### src/rtl/display_scan_mux_pkg.sv
// Shared constants, types and helpers for the seven-segment scan driver.
// Defaults here are the values used when the display is instantiated without overrides.
package display_pkg;

    localparam int DEF_NUM_DIGITS   = 4;
    localparam int DEF_REFRESH_DIV  = 100000;
    localparam int DEF_BLINK_FRAMES = 64;

    typedef logic [3:0] digit_t;

    typedef enum logic {
        SCAN_IDLE,
        SCAN_RUN
    } scan_state_t;

    // Width needed to count 0..range-1, never narrower than one bit.
    function automatic int cnt_width(input int range);
        return (range > 1) ? $clog2(range) : 1;
    endfunction

endpackage

### src/rtl/display_scan_mux_if.sv
// Bundle between the datapath that supplies digit data and the scan driver.
// The master side supplies digits and controls; the slave side drives the display.
interface display_scan_mux_if
    import display_pkg::*;
#(
    parameter int NUM_DIGITS = DEF_NUM_DIGITS,
    parameter int DIGIT_W    = $bits(digit_t)
);

    logic                          enable;
    logic [NUM_DIGITS*DIGIT_W-1:0] digits_in;
    logic [NUM_DIGITS-1:0]         dp_in;
    logic [NUM_DIGITS-1:0]         blank_in;
    logic [NUM_DIGITS-1:0]         blink_in;
    logic [NUM_DIGITS-1:0]         digit_sel;
    logic [DIGIT_W-1:0]            digit_out;
    logic                          dp_out;
    logic                          frame_done;

    modport master (
        output enable, digits_in, dp_in, blank_in, blink_in,
        input  digit_sel, digit_out, dp_out, frame_done
    );

    modport slave (
        input  enable, digits_in, dp_in, blank_in, blink_in,
        output digit_sel, digit_out, dp_out, frame_done
    );

endinterface

### src/rtl/display_scan_mux_scan_timer.sv
// Scan timing: dwell counter per digit, digit index and frame counter for blinking.
// Strobes mark the last cycle of a frame and the last frame of a blink half-period.
module scan_timer
    import display_pkg::*;
#(
    parameter int NUM_DIGITS   = DEF_NUM_DIGITS,
    parameter int REFRESH_DIV  = DEF_REFRESH_DIV,
    parameter int BLINK_FRAMES = DEF_BLINK_FRAMES,
    localparam int IDX_W       = cnt_width(NUM_DIGITS)
) (
    input  logic             clk,
    input  logic             reset_n,
    input  logic             advance,
    output logic [IDX_W-1:0] idx,
    output logic             frame_wrap,
    output logic             blink_wrap
);

    localparam int TICK_W  = cnt_width(REFRESH_DIV);
    localparam int FRAME_W = cnt_width(BLINK_FRAMES);

    localparam logic [TICK_W-1:0]  TICK_LAST  = TICK_W'(REFRESH_DIV - 1);
    localparam logic [IDX_W-1:0]   IDX_LAST   = IDX_W'(NUM_DIGITS - 1);
    localparam logic [FRAME_W-1:0] FRAME_LAST = FRAME_W'(BLINK_FRAMES - 1);

    logic [TICK_W-1:0]  tick;
    logic [FRAME_W-1:0] frame_cnt;
    logic               tick_last;
    logic               idx_last;

    assign tick_last  = (tick == TICK_LAST);
    assign idx_last   = (idx == IDX_LAST);
    assign frame_wrap = advance && tick_last && idx_last;
    assign blink_wrap = frame_wrap && (frame_cnt == FRAME_LAST);

    // Counters only move while the scan is running; otherwise they hold so a pause resumes in place.
    always_ff @(posedge clk) begin
        if (!reset_n) begin
            tick      <= '0;
            idx       <= '0;
            frame_cnt <= '0;
        end else if (advance) begin
            if (tick_last) begin
                tick <= '0;
                idx  <= idx_last ? '0 : idx + 1'b1;
            end else begin
                tick <= tick + 1'b1;
            end
            if (frame_wrap) begin
                frame_cnt <= (frame_cnt == FRAME_LAST) ? '0 : frame_cnt + 1'b1;
            end
        end
    end

endmodule

### src/rtl/display_scan_mux.sv
// Time-multiplexed N-digit seven-segment driver with per-digit blank/blink and
// frame-aligned double buffering so a digit never changes part-way through a scan.
module display_scan_mux
    import display_pkg::*;
#(
    parameter int NUM_DIGITS   = DEF_NUM_DIGITS,
    parameter int DIGIT_W      = $bits(digit_t),
    parameter int REFRESH_DIV  = DEF_REFRESH_DIV,
    parameter int BLINK_FRAMES = DEF_BLINK_FRAMES
) (
    input  logic               clk,
    input  logic               reset_n,
    display_scan_mux_if.slave  bus
);

    if (NUM_DIGITS < 2 || DIGIT_W < 1 || REFRESH_DIV < 1 || BLINK_FRAMES < 1) begin : g_bad_params
        $error("display_scan_mux: illegal parameters NUM_DIGITS=%0d DIGIT_W=%0d REFRESH_DIV=%0d BLINK_FRAMES=%0d",
               NUM_DIGITS, DIGIT_W, REFRESH_DIV, BLINK_FRAMES);
    end

    localparam int IDX_W = cnt_width(NUM_DIGITS);

    scan_state_t                   state;
    scan_state_t                   state_next;
    logic                          load;
    logic                          advance;
    logic [IDX_W-1:0]              idx;
    logic                          frame_wrap;
    logic                          blink_wrap;
    logic [NUM_DIGITS*DIGIT_W-1:0] shadow_digits;
    logic [NUM_DIGITS-1:0]         shadow_dp;
    logic [NUM_DIGITS-1:0]         shadow_blank;
    logic [NUM_DIGITS-1:0]         shadow_blink;
    logic                          blink_phase;
    logic                          frame_done_q;
    logic                          off;

    assign advance = bus.enable && (state == SCAN_RUN);

    scan_timer #(
        .NUM_DIGITS   (NUM_DIGITS),
        .REFRESH_DIV  (REFRESH_DIV),
        .BLINK_FRAMES (BLINK_FRAMES)
    ) u_scan_timer (
        .clk        (clk),
        .reset_n    (reset_n),
        .advance    (advance),
        .idx        (idx),
        .frame_wrap (frame_wrap),
        .blink_wrap (blink_wrap)
    );

    // SCAN_IDLE is the unprimed state: the first enabled edge only captures the inputs.
    always_comb begin
        state_next = state;
        load       = 1'b0;
        case (state)
            SCAN_IDLE: begin
                if (bus.enable) begin
                    state_next = SCAN_RUN;
                    load       = 1'b1;
                end
            end
            SCAN_RUN: load = frame_wrap;
            default:  state_next = SCAN_IDLE;
        endcase
    end

    always_ff @(posedge clk) begin
        if (!reset_n) begin
            state <= SCAN_IDLE;
        end else begin
            state <= state_next;
        end
    end

    always_ff @(posedge clk) begin
        if (!reset_n) begin
            shadow_digits <= '0;
            shadow_dp     <= '0;
            shadow_blank  <= '0;
            shadow_blink  <= '0;
            blink_phase   <= 1'b0;
            frame_done_q  <= 1'b0;
        end else begin
            if (load) begin
                shadow_digits <= bus.digits_in;
                shadow_dp     <= bus.dp_in;
                shadow_blank  <= bus.blank_in;
                shadow_blink  <= bus.blink_in;
            end
            if (blink_wrap) begin
                blink_phase <= ~blink_phase;
            end
            frame_done_q <= frame_wrap;
        end
    end

    // A dark slot still occupies its dwell time, so the lit digits keep their duty cycle.
    always_comb begin
        bus.digit_sel = '0;
        bus.digit_out = '0;
        bus.dp_out    = 1'b0;
        off = shadow_blank[idx] | (shadow_blink[idx] & blink_phase);
        if (state == SCAN_RUN && bus.enable && !off) begin
            bus.digit_sel = NUM_DIGITS'(1) << idx;
            bus.digit_out = shadow_digits[idx*DIGIT_W +: DIGIT_W];
            bus.dp_out    = shadow_dp[idx];
        end
    end

    assign bus.frame_done = frame_done_q & bus.enable;

endmodule

### src/flat_wrapper.sv
// flat-port wrapper written by rule: the top's interface ports become plain ports
module display_scan_mux_flat import display_pkg::*;
#(
    parameter int NUM_DIGITS   = DEF_NUM_DIGITS,
    parameter int DIGIT_W      = $bits(digit_t),
    parameter int REFRESH_DIV  = DEF_REFRESH_DIV,
    parameter int BLINK_FRAMES = DEF_BLINK_FRAMES
)
  (clk, reset_n, bus_enable, bus_digits_in, bus_dp_in, bus_blank_in, bus_blink_in, bus_digit_sel, bus_digit_out, bus_dp_out, bus_frame_done);
  display_scan_mux_if #(.NUM_DIGITS(NUM_DIGITS), .DIGIT_W(DIGIT_W)) bus_i ();
  input  logic clk;
  input  logic reset_n;
  input wire logic [$bits(bus_i.enable)-1:0] bus_enable;
  input wire logic [$bits(bus_i.digits_in)-1:0] bus_digits_in;
  input wire logic [$bits(bus_i.dp_in)-1:0] bus_dp_in;
  input wire logic [$bits(bus_i.blank_in)-1:0] bus_blank_in;
  input wire logic [$bits(bus_i.blink_in)-1:0] bus_blink_in;
  output wire logic [$bits(bus_i.digit_sel)-1:0] bus_digit_sel;
  output wire logic [$bits(bus_i.digit_out)-1:0] bus_digit_out;
  output wire logic [$bits(bus_i.dp_out)-1:0] bus_dp_out;
  output wire logic [$bits(bus_i.frame_done)-1:0] bus_frame_done;
  assign bus_i.enable = bus_enable;
  assign bus_i.digits_in = bus_digits_in;
  assign bus_i.dp_in = bus_dp_in;
  assign bus_i.blank_in = bus_blank_in;
  assign bus_i.blink_in = bus_blink_in;
  assign bus_digit_sel = bus_i.digit_sel;
  assign bus_digit_out = bus_i.digit_out;
  assign bus_dp_out = bus_i.dp_out;
  assign bus_frame_done = bus_i.frame_done;
  display_scan_mux #(.NUM_DIGITS(NUM_DIGITS), .DIGIT_W(DIGIT_W), .REFRESH_DIV(REFRESH_DIV), .BLINK_FRAMES(BLINK_FRAMES)) u_core (.clk(clk), .reset_n(reset_n), .bus(bus_i));
endmodule
### config.mk
export PLATFORM = sky130hd
export DESIGN_NAME = display_scan_mux_flat
export DESIGN_NICKNAME = d
export VERILOG_FILES = /design/src/rtl/display_scan_mux_pkg.sv /design/src/rtl/display_scan_mux_if.sv /design/src/rtl/display_scan_mux_scan_timer.sv /design/src/rtl/display_scan_mux.sv /design/src/flat_wrapper.sv
export SDC_FILE = /design/constraint.sdc
export NUM_CORES = 1
export LEC_CHECK = 0
export ABC_CLOCK_PERIOD_IN_PS = 2720
export BUFFER_PORTS_ARGS = -buffer_cell sky130_fd_sc_hd__buf_2
export CELL_PAD_IN_SITES_DETAIL_PLACEMENT = 1
export CELL_PAD_IN_SITES_GLOBAL_PLACEMENT = 1
export CORE_ASPECT_RATIO = 0.8
export CORE_MARGIN = 10
export CORE_UTILIZATION = 45
export CTS_BUF_LIST = sky130_fd_sc_hd__clkbuf_4
export CTS_CLUSTER_SIZE = 24
export DETAILED_ROUTE_END_ITERATION = 16
export PLACE_DENSITY = 0.83
export SETUP_SLACK_MARGIN = 0.05
export SYNTH_ARGS = -nofsm -noshare
export SYNTH_HDL_FRONTEND = slang
export SYNTH_HIERARCHICAL = 1
export SYNTH_SLANG_ARGS = --single-unit
### constraint.sdc
create_clock -name clk -period 2.72 [get_ports clk]
set_input_delay 0.272 -clock clk [delete_from_list [all_inputs] [get_ports clk]]
set_output_delay 0.272 -clock clk [all_outputs]
set_load 0.01 [all_outputs]
==> After elaboration in Yosys (flattened, before gate mapping) <==
Index checks and enable logic that the tools add are counted.
{ "op_classes": {"eq_ne": 3, "add_sub_neg": 3, "bitwise": 5, "order_cmp": 1, "mux": 15, "reduce_logical": 8, "shift": 2} }
{ "op_table": {"columns": ["operator", "count"], "rows": [
  ["adder 17 x 1 -> 17 bit, second input constant", 1],
  ["equality test 17 bit, second input constant", 1],
  ["2-to-1 mux 17 bit", 1],
  ["indexed part select 16 x 5 -> 4 bit", 1],
  ["2-to-1 mux 4 bit", 2],
  ["adder 6 x 1 -> 6 bit, second input constant", 1],
  ["binary-select mux 1 bit (select 2 bit)", 3],
  ["equality test 6 bit, second input constant", 1],
  ["2-to-1 mux 1 bit", 6],
  ["2-to-1 mux 6 bit", 1],
  ["logical AND 1 bit", 5],
  ["AND reduction 2 bit", 2],
  ["<< shifter 1 x 2 -> 4 bit, first input constant", 1],
  ["< comparator 2 x 3 -> 1 bit, second input constant", 1],
  ["adder 2 x 1 -> 2 bit, second input constant", 1],
  ["bitwise AND 1 bit", 2],
  ["equality test 2 bit, second input constant", 1],
  ["2-to-1 mux 2 bit", 1],
  ["NOT 1 bit", 2],
  ["one-hot mux 1 bit (2 select lines)", 1],
  ["logical NOT 1 bit", 1],
  ["bitwise OR 1 bit", 1]
]} }
{ "word_totals": {"output_inout_bits": 10, "register_bits": 56, "elab_cells": 47} }

==> Depth between registers and ports, before layout <==
Gate-level depths: netlist of the first run.
{ "depth": {"word_depth": 7, "ltp_mapped": 9, "mapped_depth_nobuf": 6} }

==> Modules after synthesis <==
The synthesis of the first run kept the hierarchy.
{ "by_module_without_submodules": {"columns": ["mod", "cells_per_inst", "instances", "area_each_um2", "seq_area_each_um2"], "rows": [
  ["display_scan_mux", 158, 1, 1462.7, 620.6],
  ["scan_timer", 149, 1, 1305.0, 500.5]
]} }

==> Worst setup path after synthesis of the first run <==
No wires, ideal clock.
{ "synth_path": {"path_kind": "reg-to-reg", "startpoint": "register u_core.u_scan_timer.tick[7]", "endpoint": "register u_core.shadow_blank[0]", "stages_incl_launch_ff": 9, "synth_period_minus_slack_ps": 1912, "setup_time_ps": 76, "path_slack_ps": 808, "t_arrival_ps": 1836, "required_ps": 2644, "path_buffers": 2, "path_cell_list": "dfxtp_1 > nor3b_2 > nand4_2 > clkbuf_1 > nor2_1 > mux2_2 > buf_2 > nand2_1 > a21boi_0"} }
{ "synth_between": {"elab_chain_cells": 4} }
{ "synth_rtl": {"columns": ["element", "line", "rtl"], "rows": [
  ["start: declaration", "display_scan_mux_scan_timer.sv:26", "logic [TICK_W-1:0] tick;"],
  ["start signal: assignment", "display_scan_mux_scan_timer.sv:47", "tick <= tick + 1'b1;"],
  ["equality test 17 bit", "display_scan_mux_scan_timer.sv:31", "assign tick_last = (tick == TICK_LAST);"],
  ["logical AND 1 bit (2 in a row)", "display_scan_mux_scan_timer.sv:33", "assign frame_wrap = advance && tick_last && idx_last;"],
  ["via u_core.frame_wrap", "display_scan_mux.sv:28", "logic frame_wrap;"],
  ["one-hot mux 1 bit (2 select lines)", "display_scan_mux.sv:57", "case (state)"],
  ["end signal: assignment", "display_scan_mux.sv:89", "shadow_blank <= bus.blank_in;"],
  ["end: declaration", "display_scan_mux.sv:32", "logic [NUM_DIGITS-1:0] shadow_blank;"]
]} }
The timed path passes the listed nets, and every way through them passes these cells.
A chain may end at the register's enable or synchronous reset.

==> Worst setup path in the final report of the first run <==
{ "layout_path": {"startpoint": "register u_core.u_scan_timer.idx[1]", "endpoint": "output bus_digit_out[2]"} }
{ "layout_between": {"elab_chain_cells": 7, "elab_cells_between_ends": 10} }
{ "layout_rtl": {"columns": ["element", "line", "rtl"], "rows": [
  ["start: declaration", "display_scan_mux_scan_timer.sv:14", "output logic [IDX_W-1:0] idx,"],
  ["start signal: assignment", "display_scan_mux_scan_timer.sv:45", "idx <= idx_last ? '0 : idx + 1'b1;"],
  ["binary-select mux 1 bit (select 2 bit)", "display_scan_mux.sv:104", "off = shadow_blank[idx] | (shadow_blink[idx] & blink_phase);"],
  ["2-to-1 mux 1 bit (implied by the code)", "display_scan_mux.sv:104", null],
  ["bitwise AND 1 bit", "display_scan_mux.sv:104", null],
  ["bitwise OR 1 bit", "display_scan_mux.sv:104", null],
  ["logical NOT 1 bit", "display_scan_mux.sv:105", "if (state == SCAN_RUN && bus.enable && !off) begin"],
  ["logical AND 1 bit", "display_scan_mux.sv:105", null],
  ["2-to-1 mux 4 bit (*)", "display_scan_mux.sv:105", null],
  ["end: declaration", "flat_wrapper.sv:19", "output wire logic [$bits(bus_i.digit_out)-1:0] bus_digit_out;"]
]} }
Mark *: on every way between the ends. The rest lies on a longest branch, timed or not. The select of a mux whose other input is x is not followed.

==> qor.yml, run 1 <==
status:
  status: "complete, no violations"
cells_and_area:
  final_cell_mix: "nand2_1 (65), dfxtp_1 (56), buf_2 (40)"
  antennaDiodeCount: 0
  drive_above_1_share_pct: 20.4
  final_common_cell: "nand2_1"
  fin_nets: 381
  syn2layout_area_growth_pct: 12.2
  multi_input_area_mm2: 0.00155
  nFillCells: 739
  seqCellArea_mm2: 0.00112
cts:
  clock_latency_ns: 0.39
  clkTransAtPathRegs_ns: 0.17
  cts_tree: "built"
  h-tree-depth: 2
  cts_buffers: 5
  clkSinkCount: 56
  clk_path_buf_depth: 2
  cts_root_buf: "clkbuf_4"
synth:
  syn_area_mm2: 0.00277
  ys_top_cells_by_area: "dfxtp_1 (41%), nand2_1 (8.8%), a21boi_0 (5.4%)"
  synth.avg_cell_area_um2: 9.02
  synthFlopType: "dfxtp_1"
  synthCells: 307
  seq_area_frac_synth_pct: 40.5
  yosys.area.top_type: "dfxtp_1"
  synth_top_area_share_pct: 40.5
  synth_cell_types: 55
  async_flop_share_pct: 0
  synth_edf_count: 0
  synth-seq-cells: 56
  ys_warn_count: 6
  syn-num-nets: 341
grt:
  overflow: 0
  grt_pass1_wl_um: 11900
  track_usage_pct: 14.7
  first_global_vias: 2447
  antenna_found_initial: 0
  grt_start_max_net_pins: 29
die:
  row_count: 25
  core_mm2: 0.00594
  die_w_um: 108
  start_util_pct: 46.6
  die-area_mm2: 0.00971
  die_h_um: 90.1
  num_io_pins: 41
placed_design:
  dp_hpwl_um: 5220
  portBuffers: 40
  place_congestion: 0.804
worst_setup_path:
  crit_path_start_kind: "flop"
  required_ns: 2.45
  cp_num_buf_inv: 2
  arrival_ns: 2.16
  cp_max_fo: 9
  cpPeakStageDelay_ns: 0.58
  crit_chain: "mux2_1, a222oi_1, buf_4, and3b_1, buf_2"
  critPathTopFamily: "flip-flops"
  slowest_stage: "dfxtp_1"
  worstSetupEndpointType: "primary output"
  crit_type: "reg2out"
pwr:
  pwr_density_cell_mw_per_mm2: 437
  leakagePower_nw: 1.20
  ir_worst_vdd_uv: 191
  power.total_mw: 1.36
hold_path:
  hold_class: "in2reg"
routing:
  antenna_left: 0
  drt-pass1-iter-count: 4
  drt_iter0_markers: 79
  vias: 2388
  vias_per_cell: 5.57
  drc: 0
  routedWlPerCell_um: 16.6
  routed_wirelength_um: 7110
timing:
  fin_skew_ns: 0.0164
  tns_ns: 0
  rsz0062_at_grt: "false"
  clock.fmax_mhz: 412
  hold_viol: 0
  post-route-min-period_ns: 2.43
  finalSetupViolations: 0
  max_slew_margin_pct: 66.5
  finalCritPeriodShare_pct: 89.3
  drv_slew: 0
  worst_pin_slew_ns: 0.499
job:
  maxCapViolCount: 0
## final timing paths
check,cells after the start,end,slack (ns),from
setup reg to reg,6,u_core/shadow_digits[12],0.40,u_core/u_scan_timer/idx[1]
setup / recovery,5,bus_digit_out[2],0.29,u_core/u_scan_timer/idx[1]
hold / removal,3,u_core/shadow_digits[6],0.10,bus_digits_in[6]
hold reg to reg,2,u_core/shadow_digits[6],0.46,u_core/shadow_digits[6]
## report_power, final
group | total, mW | switching, mW | leakage (nW) | internal, mW
registers | 0.862 | 0.0157 | 0.456 | 0.847
clock network | 0.376 | 0.267 | 0.0293 | 0.109
logic | 0.119 | 0.0637 | 0.711 | 0.0550
## kinds of logic (layout without fill, tap and decap cells)
logic type      count (synthesis)  count (layout)  synth area share (%)
buf+inv                        20              61                  3.71
fa+ha+maj                       3               3                  1.36
simple gates                  141             141                  26.7
compound gates                 61              61                  15.2
flops                          56              56                  40.5
mux                            12              12                  8.05
xor+xnor                       14              14                  4.43
## synthesized netlist by cell type (2+ instances only)
library cell,number
nand3_1,9
o21ai_0,5
nand4_1,9
mux4_1,5
nand2_1,65
dfxtp_1,56
mux2i_1,2
xnor2_1,7
a2111oi_0,2
o21ai_1,2
and2_2,2
or4_1,3
clkbuf_1,5
xor2_1,7
a21oi_1,11
and2_1,6
a21boi_1,8
a21boi_0,20
and3b_1,5
mux2_2,2
nor3_1,4
or3_1,2
inv_1,5
nor4_1,3
o211ai_1,2
o31ai_1,5
and4_1,4
ha_1,3
nor2_1,16
buf_2,7
## area by class of cell
class                           count  area share [%]
Inverter                            5           0.604
Clock inverter                      2           0.363
Clock buffer                        6            1.45
Multi-Input combinational cell    231            49.8
Tap cell                           81            3.26
Sequential cell                    56            36.1
Timing Repair Buffer               48            8.38
## routing by layer
layer	global-route usage (%)	wire (um)
met1	18.6	3420
met2	24.2	3380
met4	5.22	120
met3	2.64	189
met5	0	0
## sequential cells by signal, indices dropped and copies added (netlist names)
register and count:
u_core/u_scan_timer/frame_cnt 6, u_core/shadow_blink 4, u_core/u_scan_timer/idx 2, u_core/state 1, u_core/shadow_digits 16, u_core/frame_done_q 1
u_core/blink_phase 1, u_core/shadow_dp 4, u_core/u_scan_timer/tick 17, u_core/shadow_blank 4
## through the flow
stage / instances / hold WS, ns / utilization (%) / setup WS [ns] / cell area [um2]
after floorplan: 307 / 0.396 / - / 0.808 / 2770
after global placement: 420 / 0.437 / 51.1 / 0.396 / 3040
after detailed placement: 420 / 0.448 / 51.1 / 0.222 / 3040
after CTS: 429 / 0.0904 / 52.2 / 0.185 / 3100
after global routing: 429 / 0.0885 / 52.3 / 0.120 / 3110
final: 429 / 0.105 / 52.3 / 0.291 / 3110
## tightest hold or removal path: cells and delay by family
kind / cells / cell delay, ns
buffers and inverters: 1 / 0.09
AND/OR/NAND/NOR: 1 / 0.05
AO/OA/AOI/OAI: 1 / 0.05
## timing repair
item | in CTS | in global routing
buffers inserted | 1 | 0
gates resized for setup | 0 | 1
pin swaps | 1 | 0
hold buffers | 0 | 0
setup endpoints to repair | 5 | 26
Note: power is estimated with default switching activity, not from simulation.
==> run 2: changes to the inputs <==
ABC_CLOCK_PERIOD_IN_PS = 3000   (was 2720)
CORE_UTILIZATION = 48   (was 45)
PLACE_DENSITY = 0.88   (was 0.83)
clock period = 3 ns   (was 2.72 ns; I/O delays follow)
==> run 2 against run 1 <==
  * Clock power is 11% lower
  * Wire length increased by 3.1%
  * Critical path depth shrank 1
  * Combinational power decreased by 12%
  * Largest cell class unchanged
  * Die area decreased by 5.0%
  * Non-clock buffer count shrank 6
  * Worst setup slack improved by 0.084 ns
  * Flip-flop and latch count unchanged
==> qor.yml, run 2 (synthesized netlist as in run 1, its figures left out) <==
status:
  status: "complete, no violations"
timing:
  fin_skew_ns: 0.00998  # -0.00639 ns
  finalCritPeriodShare_pct: 87.5
  drv_slew: 0  # unchanged
  tns_ns: 0  # unchanged
  finalWorstSetupSlack_ns: 0.375  # +0.0835 ns
  rsz0062_at_grt: "false"
  hold_viol: 0  # unchanged
  post-route-min-period_ns: 2.63
  worst_pin_slew_ns: 0.834  # +0.335 ns
  max_slew_margin_pct: 43.2  # -23 points
  finalSetupViolations: 0  # unchanged
  clock.fmax_mhz: 381
grt:
  first_global_vias: 2518  # +2.9%
  grt_pass1_wl_um: 12300  # +3.4%
  overflow: 0  # unchanged
  track_usage_pct: 16.1  # +1.4 points
  antenna_found_initial: 0  # unchanged
  grt_start_max_net_pins: 40  # +38%
worst_setup_path:
  ff2ff_path_depth: 6  # unchanged
  worstSetupEndpointType: "primary output"
  crit_type: "reg2out"
  arrival_ns: 2.33  # +0.17 ns
  rr_startpoint: "u_core/u_scan_timer/idx[0]"
  rr_endpoint: "u_core/shadow_digits[0]"
  startpoint: "u_core/u_scan_timer/idx[1]"
  reg2reg_slack_ns: 0.49  # +0.09 ns
  crit_path_start_kind: "flop"
  required_ns: 2.70  # +0.25 ns
  cp_max_fo: 14  # +5
die:
  die_h_um: 87.9  # -2.5%
  die-area_mm2: 0.00922  # -5.0%
  row_count: 24  # -4.0%
  core_mm2: 0.00553  # -7.0%
  start_util_pct: 50.1  # +3.5 points
  die_w_um: 105  # -2.6%
  num_io_pins: 41  # unchanged
pwr:
  ir_worst_vdd_uv: 190  # -0.34%
  pwr_density_cell_mw_per_mm2: 400  # -8.5%
  leakagePower_nw: 1.17  # -2.4%
routing:
  drc: 0  # unchanged
  vias_per_cell: 5.55  # -0.30%
  drt_iter0_markers: 102  # +29%
  drt-pass1-iter-count: 4  # unchanged
  routedWlPerCell_um: 17.5  # +5.3%
  routed_wirelength_um: 7330  # +3.1%
  vias: 2331  # -2.4%
  antenna_left: 0  # unchanged
cells_and_area:
  largest_register: "u_core/u_scan_timer/tick"
  fin_nets: 375  # -1.6%
  drive_above_1_share_pct: 19.3  # -1.1 points
  largest_reg_flops: 17  # unchanged
  reg.largest.list: "u_core/u_scan_timer/tick: 17 flops, u_core/shadow_digits: 16 flops, u_core/u_scan_timer/frame_cnt: 6 flops"
  final_cell_mix: "nand2_1 (65), dfxtp_1 (55), buf_2 (40)"
  final_common_cell: "nand2_1"
  syn2layout_area_growth_pct: 10.5
  antennaDiodeCount: 0  # unchanged
  final_util_pct: 55.3  # +3.1 points
cts:
  h-tree-depth: 2  # unchanged
  hold_buffers: 0  # unchanged
  clk_path_buf_depth: 2  # unchanged
  cts_tree: "built"
  clock_latency_ns: 0.37  # -0.02 ns
  clkTransAtPathRegs_ns: 0.16  # about the same
  cts_buffers: 5  # unchanged
  clkSinkCount: 56  # unchanged
  cts_root_buf: "clkbuf_4"
hold_path:
  hold_class: "in2reg"
  hold_start: "bus_digits_in[9]"
  holdPathStages: 3  # unchanged
  min_to: "u_core/shadow_digits[9]"
job:
  maxCapViolCount: 0  # unchanged
placed_design:
  place_ws_ns: 0.325  # +0.103 ns
  portBuffers: 40  # unchanged
  place_congestion: 0.790  # -1.7%
  dp_hpwl_um: 5330  # +2.1%
==> run 2: cell count changes in the layout (fill, tap and decap cells not counted) <==
cell,change
buf_4,-6
dfxtp_2,+1
dfxtp_1,-1
==> run 2: worst max path at each step <==
stage	cells past startpoint	endpoint	slack, ns
CTS	4	bus_digit_out[0]	0.16
finish	4	bus_digit_out[0]	0.37
global route	6	u_core/shadow_digits[2]	0.17
floorplan	8	u_core/shadow_blank[0]	1.09
detailed placement	6	u_core/shadow_digits[2]	0.33
global placement	6	u_core/shadow_digits[12]	0.55
==> run 2: repair_timing <==
action,in CTS,in global routing
setup buffers,0,0
setup endpoints to repair,0,31
resized for setup,0,2
==> run 2: per-layer routing <==
layer  GRT usage, %  up-vias  share of wire (%)
li1               -     1166                  -
met1           18.8     1133                 45
met2           29.7       28                 51
met3           3.08        4                3.0
met4           4.35        0               0.85
met5              0        -                  0
==> run 2: worst max-delay path, stage by stage (launching register included) <==
cell and delay [ns]:
dfxtp_2 0.57, mux2_2 0.39, a222oi_1 0.59, and3b_1 0.26, buf_2 0.13
==> run 2: layout make-up <==
class | instances | area, um2
flip-flops and latches | 56 | 1120
inverters | 5 | 18.8
well taps | 78 | 97.6
fillers | 693 | 2470
clock buffers | 6 | 45.0
multi-input cells | 231 | 1550
repair buffers | 42 | 215
clock inverters | 2 | 11.3
==> run 2: where the power goes <==
group / total [mW] / switching (mW) / internal (mW)
Combinational: 0.105 / 0.0582 / 0.0472
Clock: 0.333 / 0.234 / 0.0990
Sequential: 0.784 / 0.0166 / 0.768
==> run 2: stage by stage <==
step	power, mW	hold slack (ns)	std cells	instance area, um2
3_5_place_dp	0.904	0.447	412	3000
6_report	1.22	0.140	420	3060
5_1_grt	1.28	0.108	420	3060
3_3_place_gp	0.897	0.435	412	3000
4_1_cts	1.24	0.127	420	3050
2_1_floorplan	0.861	0.424	307	2770
